File: src/rtl/rr_arb_pkg.sv
// Shared types and helpers for the N-master round-robin arbiter.
//   state_t         : arbiter FSM states (IDLE, OWN)
//   clog2()         : index width helper, never returns less than 1
//   onehot_to_index : binary index of a one-hot vector (up to MAX_N bits)
package rr_arb_pkg;

    localparam int unsigned MAX_N    = 16;
    localparam int unsigned MAX_ID_W = 4;

    typedef enum logic {
        IDLE = 1'b0,
        OWN  = 1'b1
    } state_t;

    // Width needed to index v items; at least 1 so N=1 still gets a real bus.
    function automatic int unsigned clog2(input int unsigned v);
        int unsigned w;
        w = 1;
        while ((32'd1 << w) < v) begin
            w = w + 1;
        end
        return w;
    endfunction

    // OR-combine the indices of set bits; exact for a one-hot input.
    function automatic logic [MAX_ID_W-1:0] onehot_to_index(input logic [MAX_N-1:0] oh);
        logic [MAX_ID_W-1:0] idx;
        idx = '0;
        for (int unsigned i = 0; i < MAX_N; i++) begin
            if (oh[i]) begin
                idx = idx | MAX_ID_W'(i);
            end
        end
        return idx;
    endfunction

endpackage

File: src/rtl/rr_pick.sv
// Combinational rotating-priority picker.
//   e      : eligible request vector
//   last   : index of the most recent winner; search starts at last+1
//   found  : at least one eligible bit
//   idx    : winning index
//   onehot : winning index as a one-hot vector (zero when !found)
module rr_pick
    import rr_arb_pkg::*;
#(
    parameter int N    = 4,
    parameter int ID_W = clog2(N)
) (
    input  logic [N-1:0]    e,
    input  logic [ID_W-1:0] last,
    output logic            found,
    output logic [ID_W-1:0] idx,
    output logic [N-1:0]    onehot
);

    localparam int W2 = 2 * N;

    logic [W2-1:0] dbl;
    logic [W2-1:0] masked;
    logic [W2-1:0] lowest;

    // Doubling the request vector turns the wrap-around search into a plain
    // lowest-set-bit search above position 'last'; folding the two halves
    // back together gives the winner modulo N.
    always_comb begin
        dbl    = {e, e};
        masked = '0;
        for (int unsigned i = 0; i < W2; i++) begin
            masked[i] = dbl[i] && (i > 32'(last));
        end
        lowest = masked & (~masked + W2'(1));
        onehot = lowest[N-1:0] | lowest[W2-1:N];
        found  = |e;
        idx    = ID_W'(onehot_to_index(MAX_N'(onehot)));
    end

endmodule

File: src/rtl/rr_arbiter_n.sv
// N-master round-robin bus arbiter with enable masking and bounded tenure.
//   clk       : system clock, rising edge
//   rst       : synchronous active-low reset
//   cyc       : per-master bus-cycle request
//   req_mask  : per-master enable for new arbitration
//   gnt       : registered one-hot grant
//   gnt_id    : registered binary index of the grant (0 when idle)
//   gnt_valid : registered grant-active flag
//   comcyc    : bus busy, the granted master's cyc while a grant is active
//   preempt   : registered one-cycle pulse when a tenure is cut by MAX_HOLD
module rr_arbiter_n
    import rr_arb_pkg::*;
#(
    parameter int N        = 4,
    parameter int MAX_HOLD = 16,
    localparam int ID_W    = clog2(N)
) (
    input  logic            clk,
    input  logic            rst,
    input  logic [N-1:0]    cyc,
    input  logic [N-1:0]    req_mask,
    output logic [N-1:0]    gnt,
    output logic [ID_W-1:0] gnt_id,
    output logic            gnt_valid,
    output logic            comcyc,
    output logic            preempt
);

    localparam int HC_W = clog2((MAX_HOLD > 1) ? MAX_HOLD : 2);
    localparam logic [HC_W-1:0] HOLD_TOP = HC_W'((MAX_HOLD > 0) ? MAX_HOLD - 1 : 0);

    state_t          state, state_nxt;
    logic [HC_W-1:0] hold_cnt, hold_nxt;
    logic [ID_W-1:0] last, last_nxt;
    logic [N-1:0]    gnt_nxt;
    logic [ID_W-1:0] id_nxt;
    logic            valid_nxt;
    logic            pre_nxt;

    logic [N-1:0]    elig;
    logic [N-1:0]    pick_e;
    logic            pick_found;
    logic [ID_W-1:0] pick_idx;
    logic [N-1:0]    pick_oh;
    logic            owner_cyc;
    logic            at_limit;
    logic            load;
    logic            cut;

    assign elig      = cyc & req_mask;
    // While owning, the owner is excluded so handoff/preemption always moves on.
    assign pick_e    = (state == OWN) ? (elig & ~gnt) : elig;
    assign owner_cyc = |(cyc & gnt);
    assign at_limit  = (MAX_HOLD > 0) && (hold_cnt == HOLD_TOP);
    assign comcyc    = gnt_valid & owner_cyc;

    rr_pick #(
        .N    (N),
        .ID_W (ID_W)
    ) u_pick (
        .e      (pick_e),
        .last   (last),
        .found  (pick_found),
        .idx    (pick_idx),
        .onehot (pick_oh)
    );

    always_ff @(posedge clk) begin
        if (!rst) begin
            state     <= IDLE;
            gnt       <= '0;
            gnt_id    <= '0;
            gnt_valid <= 1'b0;
            preempt   <= 1'b0;
            hold_cnt  <= '0;
            last      <= ID_W'(N - 1);
        end else begin
            state     <= state_nxt;
            gnt       <= gnt_nxt;
            gnt_id    <= id_nxt;
            gnt_valid <= valid_nxt;
            preempt   <= pre_nxt;
            hold_cnt  <= hold_nxt;
            last      <= last_nxt;
        end
    end

    // Release takes precedence over the tenure limit, so a cut only
    // happens while the owner is still holding cyc.
    always_comb begin
        state_nxt = state;
        load      = 1'b0;
        cut       = 1'b0;
        case (state)
            IDLE: begin
                if (pick_found) begin
                    state_nxt = OWN;
                    load      = 1'b1;
                end
            end
            OWN: begin
                if (!owner_cyc) begin
                    if (pick_found) begin
                        load = 1'b1;
                    end else begin
                        state_nxt = IDLE;
                    end
                end else if (at_limit && pick_found) begin
                    load = 1'b1;
                    cut  = 1'b1;
                end
            end
            default: state_nxt = IDLE;
        endcase
    end

    always_comb begin
        gnt_nxt   = gnt;
        id_nxt    = gnt_id;
        valid_nxt = gnt_valid;
        pre_nxt   = cut;
        last_nxt  = last;
        hold_nxt  = (hold_cnt == HOLD_TOP) ? hold_cnt : hold_cnt + HC_W'(1);
        if (load) begin
            gnt_nxt   = pick_oh;
            id_nxt    = pick_idx;
            valid_nxt = 1'b1;
            last_nxt  = pick_idx;
            hold_nxt  = '0;
        end else if (state_nxt == IDLE) begin
            gnt_nxt   = '0;
            id_nxt    = '0;
            valid_nxt = 1'b0;
            hold_nxt  = '0;
        end
    end

endmodule

File: config.mk
export PLATFORM = sky130hd
export DESIGN_NAME = rr_arbiter_n
export DESIGN_NICKNAME = d
export VERILOG_FILES = /design/src/rtl/rr_arb_pkg.sv /design/src/rtl/rr_pick.sv /design/src/rtl/rr_arbiter_n.sv
export SDC_FILE = /design/constraint.sdc
export NUM_CORES = 1
export LEC_CHECK = 0
export BUFFER_PORTS_ARGS = -buffer_cell sky130_fd_sc_hd__buf_2
export CAP_MARGIN = 20
export CORE_UTILIZATION = 35
export DETAILED_ROUTE_END_ITERATION = 8
export PLACE_DENSITY = 0.55
export SYNTH_ARGS = -nofsm -noshare
export SYNTH_HDL_FRONTEND = slang
export SYNTH_SLANG_ARGS = --single-unit
export TNS_END_PERCENT = 50
File: constraint.sdc
create_clock -name clk -period 1.95 [get_ports clk]
set_input_delay 0.195 -clock clk [delete_from_list [all_inputs] [get_ports clk]]
set_output_delay 0.195 -clock clk [all_outputs]
set_load 0.03 [all_outputs]
; ---- Yosys cells after proc, flatten, opt, wreduce, memory -nomap -nowiden
; Cells that the tools add are included.
[classes]
mul = 0
shift = 0
n_eq_ne = 2
reduce_logical = 8
div_mod_pow = 0
mux = 16
bitwise = 11
magnitude_cmp = 3
n_addsub = 2
[op_table]
columns = op, count
row1 = $and A4 B4 Y4, 3
row2 = $mux W4, 3
row3 = $add A8 B1 Y8 const B, 1
row4 = $and A8 B8 Y8, 1
row5 = $mux W2, 4
row6 = $not A8 Y8, 1
row7 = $reduce_or A4 Y1, 2
row8 = $mux W1, 7
row9 = $add A4 B1 Y4 const B, 1
row10 = $eq A4 B4 Y1 const B, 1
row11 = $gt A2 B2 Y1 const A, 2
row12 = $logic_and A1 B1 Y1, 4
row13 = $not A4 Y4, 1
row14 = $or A4 B4 Y4, 1
row15 = $pmux W1 S2, 2
row16 = $not A1 Y1, 3
row17 = $reduce_and A3 Y1, 1
row18 = $reduce_or A3 Y1, 1
row19 = $gt A1 B2 Y1 const A, 1
row20 = $ne A2 B1 Y1 const B, 1
row21 = $and A1 B1 Y1, 1
[word_totals]
wordCells = 49
memories = 0
reg_bits = 15
in_bits = 10
ram_bits = 0
out_inout_bits = 9
latch_bits = 0
mem_bits_ro = 0

; ---- Depth between registers and ports, before layout
; Gate-level depths: netlist (run 1).
[depth]
depth_word = 12
depth_mapped = 7
mapped_depth_nobuf = 6

; ---- Cells and area by module
; Synthesis (run 1) repeated with hierarchy kept, for this count alone.
[hier_totals]
cells_unflattened = 119
hier_area_um2 = 888.4
[by_module_without_submodules]
columns = module, cells_per_inst, area_per_inst_um2, seq_area_each_um2, n_inst
row1 = rr_arbiter_n, 83, 669.4, 300.3, 1
row2 = rr_pick, 36, 219.0, 0.0, 1

; ---- Worst setup path before layout (run 1)
; Ideal clock, no wire load.
[synth_timing]
path_kind = register -> register
start = reg gnt[1]
end = reg last[1]
path_stages_with_launch = 7
path_slack_ps = 200
arrival_ps = 1676
setup_ps = 74
n_path_buf = 1
required_ps = 1876
period_less_slack_ps = 1750
cell_sequence = dfxtp_1 -> nand2_2 -> a32o_1 -> buf_6 -> a22o_1 -> a211o_1 -> a31oi_1
[synth_between]
elab_chain_len = 10
word_cells_on_any_way = 18
cone_classes = 1 x add/sub / 7 x mux / 6 x bitwise / 4 x reduce/logical
[synth_rtl]
columns = element, line
row1 = "start, declared", rr_arbiter_n.sv:22  ; output logic [N-1:0] gnt,
row2 = "start signal, assigned", rr_arbiter_n.sv:79  ; gnt <= gnt_nxt;
row3 = $not A4 Y4, rr_arbiter_n.sv:52  ; assign pick_e = (state == OWN) ? (elig & ~gnt) : elig;
row4 = $and A4 B4 Y4, rr_arbiter_n.sv:52
row5 = $mux W4, rr_arbiter_n.sv:52
row6 = $logic_and A1 B1 Y1, rr_pick.sv:33  ; masked[i] = dbl[i] && (i > 32'(last));
row7 = $not A8 Y8, rr_pick.sv:35  ; lowest = masked & (~masked + W2'(1));
row8 = $add A8 B1 Y8, rr_pick.sv:35
row9 = $and A8 B8 Y8, rr_pick.sv:35
row10 = $or A4 B4 Y4, rr_pick.sv:36  ; onehot = lowest[N-1:0] | lowest[W2-1:N];
row11 = $mux W2 (2 in series), rr_arb_pkg.sv:30  ; if (oh[i]) begin
row12 = "end signal, assigned", rr_arbiter_n.sv:76  ; last <= ID_W'(N - 1);
row13 = "end signal, assigned", rr_arbiter_n.sv:84  ; last <= last_nxt;
row14 = "end, declared", rr_arbiter_n.sv:34  ; logic [ID_W-1:0] last, last_nxt;
; Parallel ways exist; a longest one is shown, timed or not.
; A chain may end at the register's enable or synchronous reset.

; ---- Final worst setup path (run 1)
[layout_timing]
start = reg state
end = reg gnt_id[1]
[layout_between]
elab_chain_len = 9
word_cells_on_any_way = 21
cone_classes = 1 x add/sub / 1 x eq/ne / 10 x mux / 4 x bitwise / 5 x reduce/logical
[layout_rtl]
columns = element, line
row1 = "start, declared", rr_arbiter_n.sv:32  ; state_t state, state_nxt;
row2 = "start signal, assigned", rr_arbiter_n.sv:78  ; state <= state_nxt;
row3 = $mux W4, rr_arbiter_n.sv:52
row4 = $logic_and A1 B1 Y1, rr_pick.sv:33
row5 = $not A8 Y8, rr_pick.sv:35
row6 = $add A8 B1 Y8, rr_pick.sv:35
row7 = $and A8 B8 Y8, rr_pick.sv:35
row8 = $or A4 B4 Y4, rr_pick.sv:36
row9 = $mux W2 (2 in series), rr_arb_pkg.sv:30
row10 = $mux W2, rr_arbiter_n.sv:124  ; if (load) begin
row11 = "end signal, assigned", rr_arbiter_n.sv:80  ; gnt_id <= id_nxt;
row12 = "end, declared", rr_arbiter_n.sv:23  ; output logic [ID_W-1:0] gnt_id,
; Parallel ways exist; a longest one is shown, timed or not.

==> results.md, run 1 <==
* Total Nets Final at 145
* Post-CTS Hold Buffers at 0
* Initial core utilization at 0.385
* Maximum clock rate at around 560 MHz
* Layout cell share with drive strength beyond 1 at 0.188
* Critical Path Slowest Stage Cell: dfxtp_1
* CTS resizes at 0
* Buffers plus inverters on the worst setup path at 0
* # H-tree levels at 1
* Root Driver: clkbuf_4
* R2r worst-path depth at 5
* CP endpoint kind: register
* Synth warn at 0
* Antenna-violating nets left at 0
* FF-to-FF End: gnt_id[1]
* Post-synth cell types at 37
* GRT Total Usage at 0.186
* Vias post-DR at 930
* RSZ-0062 raised after global routing: no
* Hold Path Cell Cnt at 2
* Status: completed
* Max Slew Vio Count at 0
* Final WL at roughly 2300 um
* VDD IR max at 0.339 mV
* DRT iter0 DRCs at 26
* Worst Path Arrival at between 1.5 and 2 ns
* Fillers at ~250
* Synthesized flop and latch total at 15
* Clock-pin slew on the worst setup and hold paths at around 0.09 ns
* Area delta synth->final at 14.8%
* HP Start: rst
* Worst path max stage delay at 0.45 ns
* Total grt overflow at 0
* Setup Buffers After CTS at 0
* Worst hold path type: in -> reg
* Placed Cells at 157
* Period utilization at 0.909
* Sequential-to-total area share from yosys stat at 0.336
* Setup TNS at 0 ns
* First-pass GRT wire length at 3750 um
* # DRC at 0
* Mapped Cells at 114
* Initial antenna violation count at 0
* Wire length per cell at 14.2 um
* Hpwl dp at 1770 um
* # setup viols final at 0
* Min Tclk post-route at 1.77 ns
* Max Cap Viol at 0
* Syn nets at 125
* Die ar. at 0.00276 mm^2
* Worst Path Required at 2.15 ns
* Hold worst-path end: state
* Final hold vios at 0
* CTS tree: yes
* Avg Synthesized Cell Area at just under 8 um^2
* Die height at 52.5 um
* Vias/cell at 5.78
* Row count at 17
* Largest net degree at the start of global routing at 15
* Critical path fanouts, max at 9
* Worst Clk Skew at 0.00347 ns
* Via count of the first global-routing pass at 839
* Cell Area, Synth at between 800 and 900 um^2
* Critical path's top delay family: compound AO/OA/AOI/OAI gates
* Crit path kind: reg -> reg
* Worst r2r src: state
* Core ar. at between 0.002 and 0.0025 mm^2
* Slew @ Worst Pin at roughly 0.36 ns
* DIE WIDTH at 52.5 um
* I/O pins at 19
* CP Cell Sequence: nand2_2 > a32o_1 > a22o_1 > a211o_1 > o22ai_1
* Slew Limit Headroom at 0.756
* Num CTS Buffers at 3
* GP Congestion at 0.766
* Startpoint types: register
* Pwr/cell area at 658 mW/mm^2
* DR pass1 iterations at 4
* Clk Latency, worst-skew pair at 0.27 ns
* FF-to-FF setup slack at between 0.15 and 0.2 ns
* IO Port Bufs at 18
* Clock sink total at 15
* N_diodes at 0
* Final Non-Filler Cells at 161
* Maximum clock path buffer count at 2
* P_leak at just under 0.4 nW
## synthesized netlist by cell type, drive strengths merged
| cell type | n | area, um^2 |
|---|---|---|
| nor4 | 1 | 6.26 |
| a22o | 1 | 8.76 |
| o31a | 1 | 8.76 |
| nor2 | 6 | 22.5 |
| ha | 1 | 12.5 |
| a21o | 1 | 7.51 |
| buf | 2 | 22.5 |
| a21oi | 11 | 55.1 |
| o311ai | 1 | 8.76 |
| a211o | 2 | 17.5 |
| o21a | 2 | 15.0 |
| o22ai | 2 | 12.5 |
| inv | 2 | 7.51 |
| nand2 | 16 | 62.6 |
| nand2b | 2 | 12.5 |
| nor4b | 1 | 8.76 |
| nand4 | 1 | 6.26 |
| o21ai | 4 | 20.0 |
| nor3 | 2 | 10.0 |
| o211ai | 1 | 7.51 |
| and2 | 3 | 21.3 |
| dfxtp | 15 | 300 |
| a31oi | 3 | 18.8 |
| nand3b | 1 | 7.51 |
| and3 | 3 | 18.8 |
| nor3b | 3 | 22.5 |
| a32o | 2 | 20.0 |
| a22oi | 3 | 22.5 |
| nand4b | 1 | 8.76 |
| clkbuf | 3 | 11.3 |
| a21boi | 5 | 37.5 |
| nand3 | 9 | 45.0 |
| o32ai | 1 | 8.76 |
| o2111ai | 2 | 17.5 |
## report_power, final
group	switching, W	leakage [nW]	total, W	internal, W
registers	0.0000246	0.123	0.000348	0.000324
clock network	0.0000939	0.0150	0.000173	0.0000792
logic	0.0000930	0.258	0.000153	0.0000602
## worst reg2reg max path, stage by stage (launching register included)
cell,delay (ns)
dfxtp_1,0.45
nand2_2,0.14
a32o_1,0.35
a22o_1,0.27
a211o_1,0.31
o22ai_1,0.18
## worst max-delay path by stage
stage / startpoint / to / slack, ns / cells after the start
final: state / gnt_id[1] / 0.18 / 5
after global routing: hold_cnt[0] / last[0] / 0.06 / 6
after CTS: state / gnt_id[1] / 0.18 / 5
after detailed placement: state / gnt_id[1] / 0.21 / 5
after global placement: state / gnt_id[1] / 0.22 / 5
after floorplan: gnt[1] / last[1] / 0.20 / 6
## per-stage QoR
step	hold slack, ns	total power (W)	utilization	instance area, um^2	setup slack [ns]
floorplan	0.356	0.000467	-	893	0.200
global placement	0.456	0.000509	0.431	1000	0.222
detailed placement	0.455	0.000508	0.431	1000	0.209
CTS	0.251	0.000683	0.443	1030	0.183
global route	0.258	0.000718	0.443	1030	0.0553
finish	0.262	0.000675	0.443	1030	0.178
## cell families (layout without fill, tap and decap cells)
kind of cell	count (synthesis)	count (layout)	share of synthesized area
compound gates	42	42	0.321
fa+ha+maj	1	1	0.0140
buf+inv	7	26	0.0462
flops	15	15	0.336
simple gates	49	49	0.283
## cell usage in the layout (no fill, tap or decap), types with 5 or more instances in the layout
cell type  Yosys  routed
buf_2          0      18
nand3_1        9       9
nand2_1       15      15
a21oi_1       11      11
nor2_1         6       6
dfxtp_1       15      15
a21boi_0       5       5
## flip-flops by register name, summed over array words and instances, names as in the netlist
| name | cells |
|---|---|
| hold_cnt | 4 |
| last | 2 |
| state | 1 |
| gnt_id | 2 |
| preempt | 1 |
| gnt | 4 |
| gnt_valid | 1 |
## metal layers
metal	global-route usage	vias up	wire, um
met5	0	-	0
met4	0.0965	0	17
met3	0.0203	2	107
met2	0.312	23	1130
met1	0.232	432	1030
li1	-	473	-
## layout make-up
| class | count | area, um^2 | share of cell area |
|---|---|---|---|
| clock buffers | 4 | 26.3 | 0.0256 |
| inverters | 2 | 7.51 | 0.00732 |
| multi-input cells | 92 | 552 | 0.538 |
| flip-flops and latches | 15 | 300 | 0.293 |
| well taps | 28 | 35.0 | 0.0341 |
| repair buffers | 20 | 105 | 0.102 |
Power figures use the tool's default switching activity.
==> inputs of run 2 (changes only) <==
--- a/config.mk
+++ b/config.mk
@@ -10,7 +10,9 @@
 export CORE_UTILIZATION = 35
 export DETAILED_ROUTE_END_ITERATION = 8
 export PLACE_DENSITY = 0.55
+export SLEW_MARGIN = 20
 export SYNTH_ARGS = -nofsm -noshare
 export SYNTH_HDL_FRONTEND = slang
+export SYNTH_HIERARCHICAL = 1
 export SYNTH_SLANG_ARGS = --single-unit
 export TNS_END_PERCENT = 50
==> results.md, run 2 <==
* Maximum clock path buffer count at 2 (unchanged)
* Fin area at 0.00104 mm^2 (+1.2%)
* Maximum clock rate at 611 MHz (+8.3%)
* Final hold vios at 0 (unchanged)
* Max Cap Viol at 0 (unchanged)
* Hold worst-path end: state
* Die ar. at 0.00274 mm^2 (-0.53%)
* Min Tclk post-route at 1.64 ns (-0.136 ns)
* Area leader, netlist: dfxtp_1
* IO Port Bufs at 18 (unchanged)
* Ys flop type: dfxtp_1
* Setup TNS at 0 ns (unchanged)
* # H-tree levels at 1 (unchanged)
* Initial antenna violation count at 0 (unchanged)
* Period utilization at 0.839 (-0.0698)
* Post-CTS Hold Buffers at 0 (unchanged)
* Worst Path Arrival at 1.82 ns (-0.15 ns)
* Grt met2 use at 0.278 (-0.0338)
* Clock-pin slew on the worst setup and hold paths at 0.09 ns (about the same)
* GRT Total Usage at 0.180 (-0.00592)
* Hold Path Cell Cnt at 2 (unchanged)
* R2r worst-path depth at 7 (+2)
* Vias post-DR at 916 (-1.5%)
* Status: completed
* Most frequent cells in the layout: nand2_1, buf_2, dfxtp_1
* Levels on crit path at 7 (+2)
* Worst Path Required at 2.13 ns (-0.02 ns)
* DIE WIDTH at 52.4 um (-0.27%)
* Top cell type's share of synthesized area at 0.338 (+0.00189)
* Root Driver: clkbuf_4
* Layout cell share with drive strength beyond 1 at 0.216 (+0.0279)
* Via count of the first global-routing pass at 849 (+1.2%)
* Core ar. at 0.00230 mm^2 (-0.92%)
* Slew Limit Headroom at 0.696 (-0.0605)
* # DRC at 0 (unchanged)
* Critical path fanouts, max at 8 (-1)
* Crit path kind: reg -> reg
* DR pass1 iterations at 4 (unchanged)
* Row count at 17 (unchanged)
* Async SR Flop Fraction at 0 (unchanged)
* Num CTS Buffers at 3 (unchanged)
* Sequential-to-total area share from yosys stat at 0.338 (+0.00189)
* First-pass GRT wire length at 3600 um (-3.9%)
* Worst r2r src: state
* Syn nets at 130 (+4.0%)
* Die height at 52.4 um (-0.27%)
* Avg Synthesized Cell Area at 7.47 um^2 (-4.7%)
* DRT iter0 DRCs at 18 (-31%)
* Final WL at 2060 um (-9.9%)
* Cell Area, Placed at 0.00101 mm^2 (+0.88%)
* Worst path max stage delay at 0.37 ns (-0.08 ns)
* Grt peak-use layer: met2
* FF-to-FF End: last[1]
* FF-to-FF setup slack at 0.31 ns (+0.14 ns)
* Initial core utilization at 0.387 (+0.00139)
* Mapped Cells at 119 (+4.4%)
* Synth warn at 6 (+6)
* CTS tree: yes
* N_diodes at 0 (unchanged)
* Total Nets Final at 151 (+4.1%)
* Critical Path Slowest Stage Cell: dfxtp_1
* P_leak at 0.419 nW (+5.9%)
* Hpwl dp at 1570 um (-11%)
* Antenna-violating nets left at 0 (unchanged)
* Critical path's top delay family: compound AO/OA/AOI/OAI gates
* Clock sink total at 15 (unchanged)
* RSZ-0062 raised after global routing: no
* Wire length per cell at 12.3 um (-13%)
* GRT met3 Usage at 0.0667 (+0.0464)
* Startpoint types: register
* Clk Latency, worst-skew pair at 0.28 ns (about the same)
* Commonest non-fill, non-tap cell in the layout: nand2_1
* Worst hold path type: in -> reg
* Most common cell in the netlist: nand2_1
* GP Congestion at 0.731 (-4.6%)
* Synth area leaders: dfxtp_1, nand2_1, a21oi_1, nor2_1, o22ai_1
* I/O pins at 19 (unchanged)
* CP Cell Sequence: a21oi_2 > inv_1 > a211oi_1 > a211oi_2 > nand2_1 > o21ai_0 > a21o_1
* Area delta synth->final at 16.9%
* Global-route met1 utilization at 0.225 (-0.00662)
* Largest net degree at the start of global routing at 18 (+3)
* Most frequent cells after synthesis: nand2_1, dfxtp_1, nor2_1, a21oi_1, nand3_1
* Total grt overflow at 0 (unchanged)
* Post-synth cell types at 34 (-8.1%)
* Synthesized flop and latch total at 15 (unchanged)
* Worst Clk Skew at 0.00451 ns (+0.00104 ns)
* HP Start: rst
* Cell Area, Synth at 888 um^2 (-0.56%)
* VDD IR max at 0.401 mV (+18%)
* Slew @ Worst Pin at 0.456 ns (+0.0940 ns)
* Buffers plus inverters on the worst setup path at 1 (+1)
* Pwr/cell area at 657 mW/mm^2 (about the same)
* EDFF count, synth at 0 (unchanged)
* Registers with the most flip-flops: gnt (4), hold_cnt (4)
* CP endpoint kind: register
* Max Slew Vio Count at 0 (unchanged)
* Vias/cell at 5.49 (-5.0%)
* # setup viols final at 0 (unchanged)
## run 2: layer usage
metal	part of all wire	wire length (um)	up-vias
met1	0.50	1030	425
met2	0.46	941	25
li1	-	-	466
met4	0	0	0
met3	0.044	91	0
met5	0	0	-
## run 2: stage by stage
| stage | total power, W | instances | worst slack (ns) | utilization | hold WS, ns |
|---|---|---|---|---|---|
| 2_1_floorplan | 0.000470 | 119 | 0.249 | - | 0.421 |
| 3_5_place_dp | 0.000513 | 163 | 0.167 | 0.439 | 0.463 |
| 4_1_cts | 0.000691 | 167 | 0.145 | 0.450 | 0.260 |
| 5_1_grt | 0.000727 | 167 | 0.167 | 0.452 | 0.294 |
| 3_3_place_gp | 0.000509 | 163 | 0.214 | 0.439 | 0.467 |
| 6_report | 0.000682 | 167 | 0.314 | 0.452 | 0.279 |
## run 2: report_power, final
group | internal (W) | leakage, nW | switching (W)
clock | 0.0000794 | 0.0150 | 0.0000953
sequential | 0.000323 | 0.123 | 0.0000275
combinational | 0.0000643 | 0.282 | 0.0000928
total | 0.000467 | 0.419 | 0.000216
## run 2: logic make-up after synthesis
logic type | share of synthesized area
AND/OR/NAND/NOR | 0.228
AO/OA/AOI/OAI | 0.351
flip-flops | 0.338
buffers and inverters | 0.0690
adder cells (fa/ha/maj) | 0.0141
## run 2: cell type report
class | instances | area [um^2]
well taps | 28 | 35.0
fillers | 249 | 1260
flip-flops and latches | 15 | 300
clock buffers | 4 | 26.3
repair buffers | 23 | 128
inverters | 5 | 18.8
multi-input cells | 92 | 531
## run 2: timing repair
item / in CTS / in global routing
setup endpoints to repair: 0 / 2
gates resized for setup: 0 / 1
setup buffers: 0 / 0
## run 2: worst max path at each step
stage	start	end	slack, ns
final	state	last[1]	0.31
after detailed placement	state	last[0]	0.17
after global routing	state	last[0]	0.17
after floorplan	gnt[2]	comcyc	0.25
after global placement	state	last[0]	0.21
after CTS	state	last[0]	0.15
## run 2: worst register-to-register path, cell delays in order, from the launching register on
cell	delay, ns
dfxtp_1	0.37
a21oi_2	0.34
inv_1	0.12
a211oi_1	0.31
a211oi_2	0.09
nand2_1	0.08
o21ai_0	0.07
a21o_1	0.17
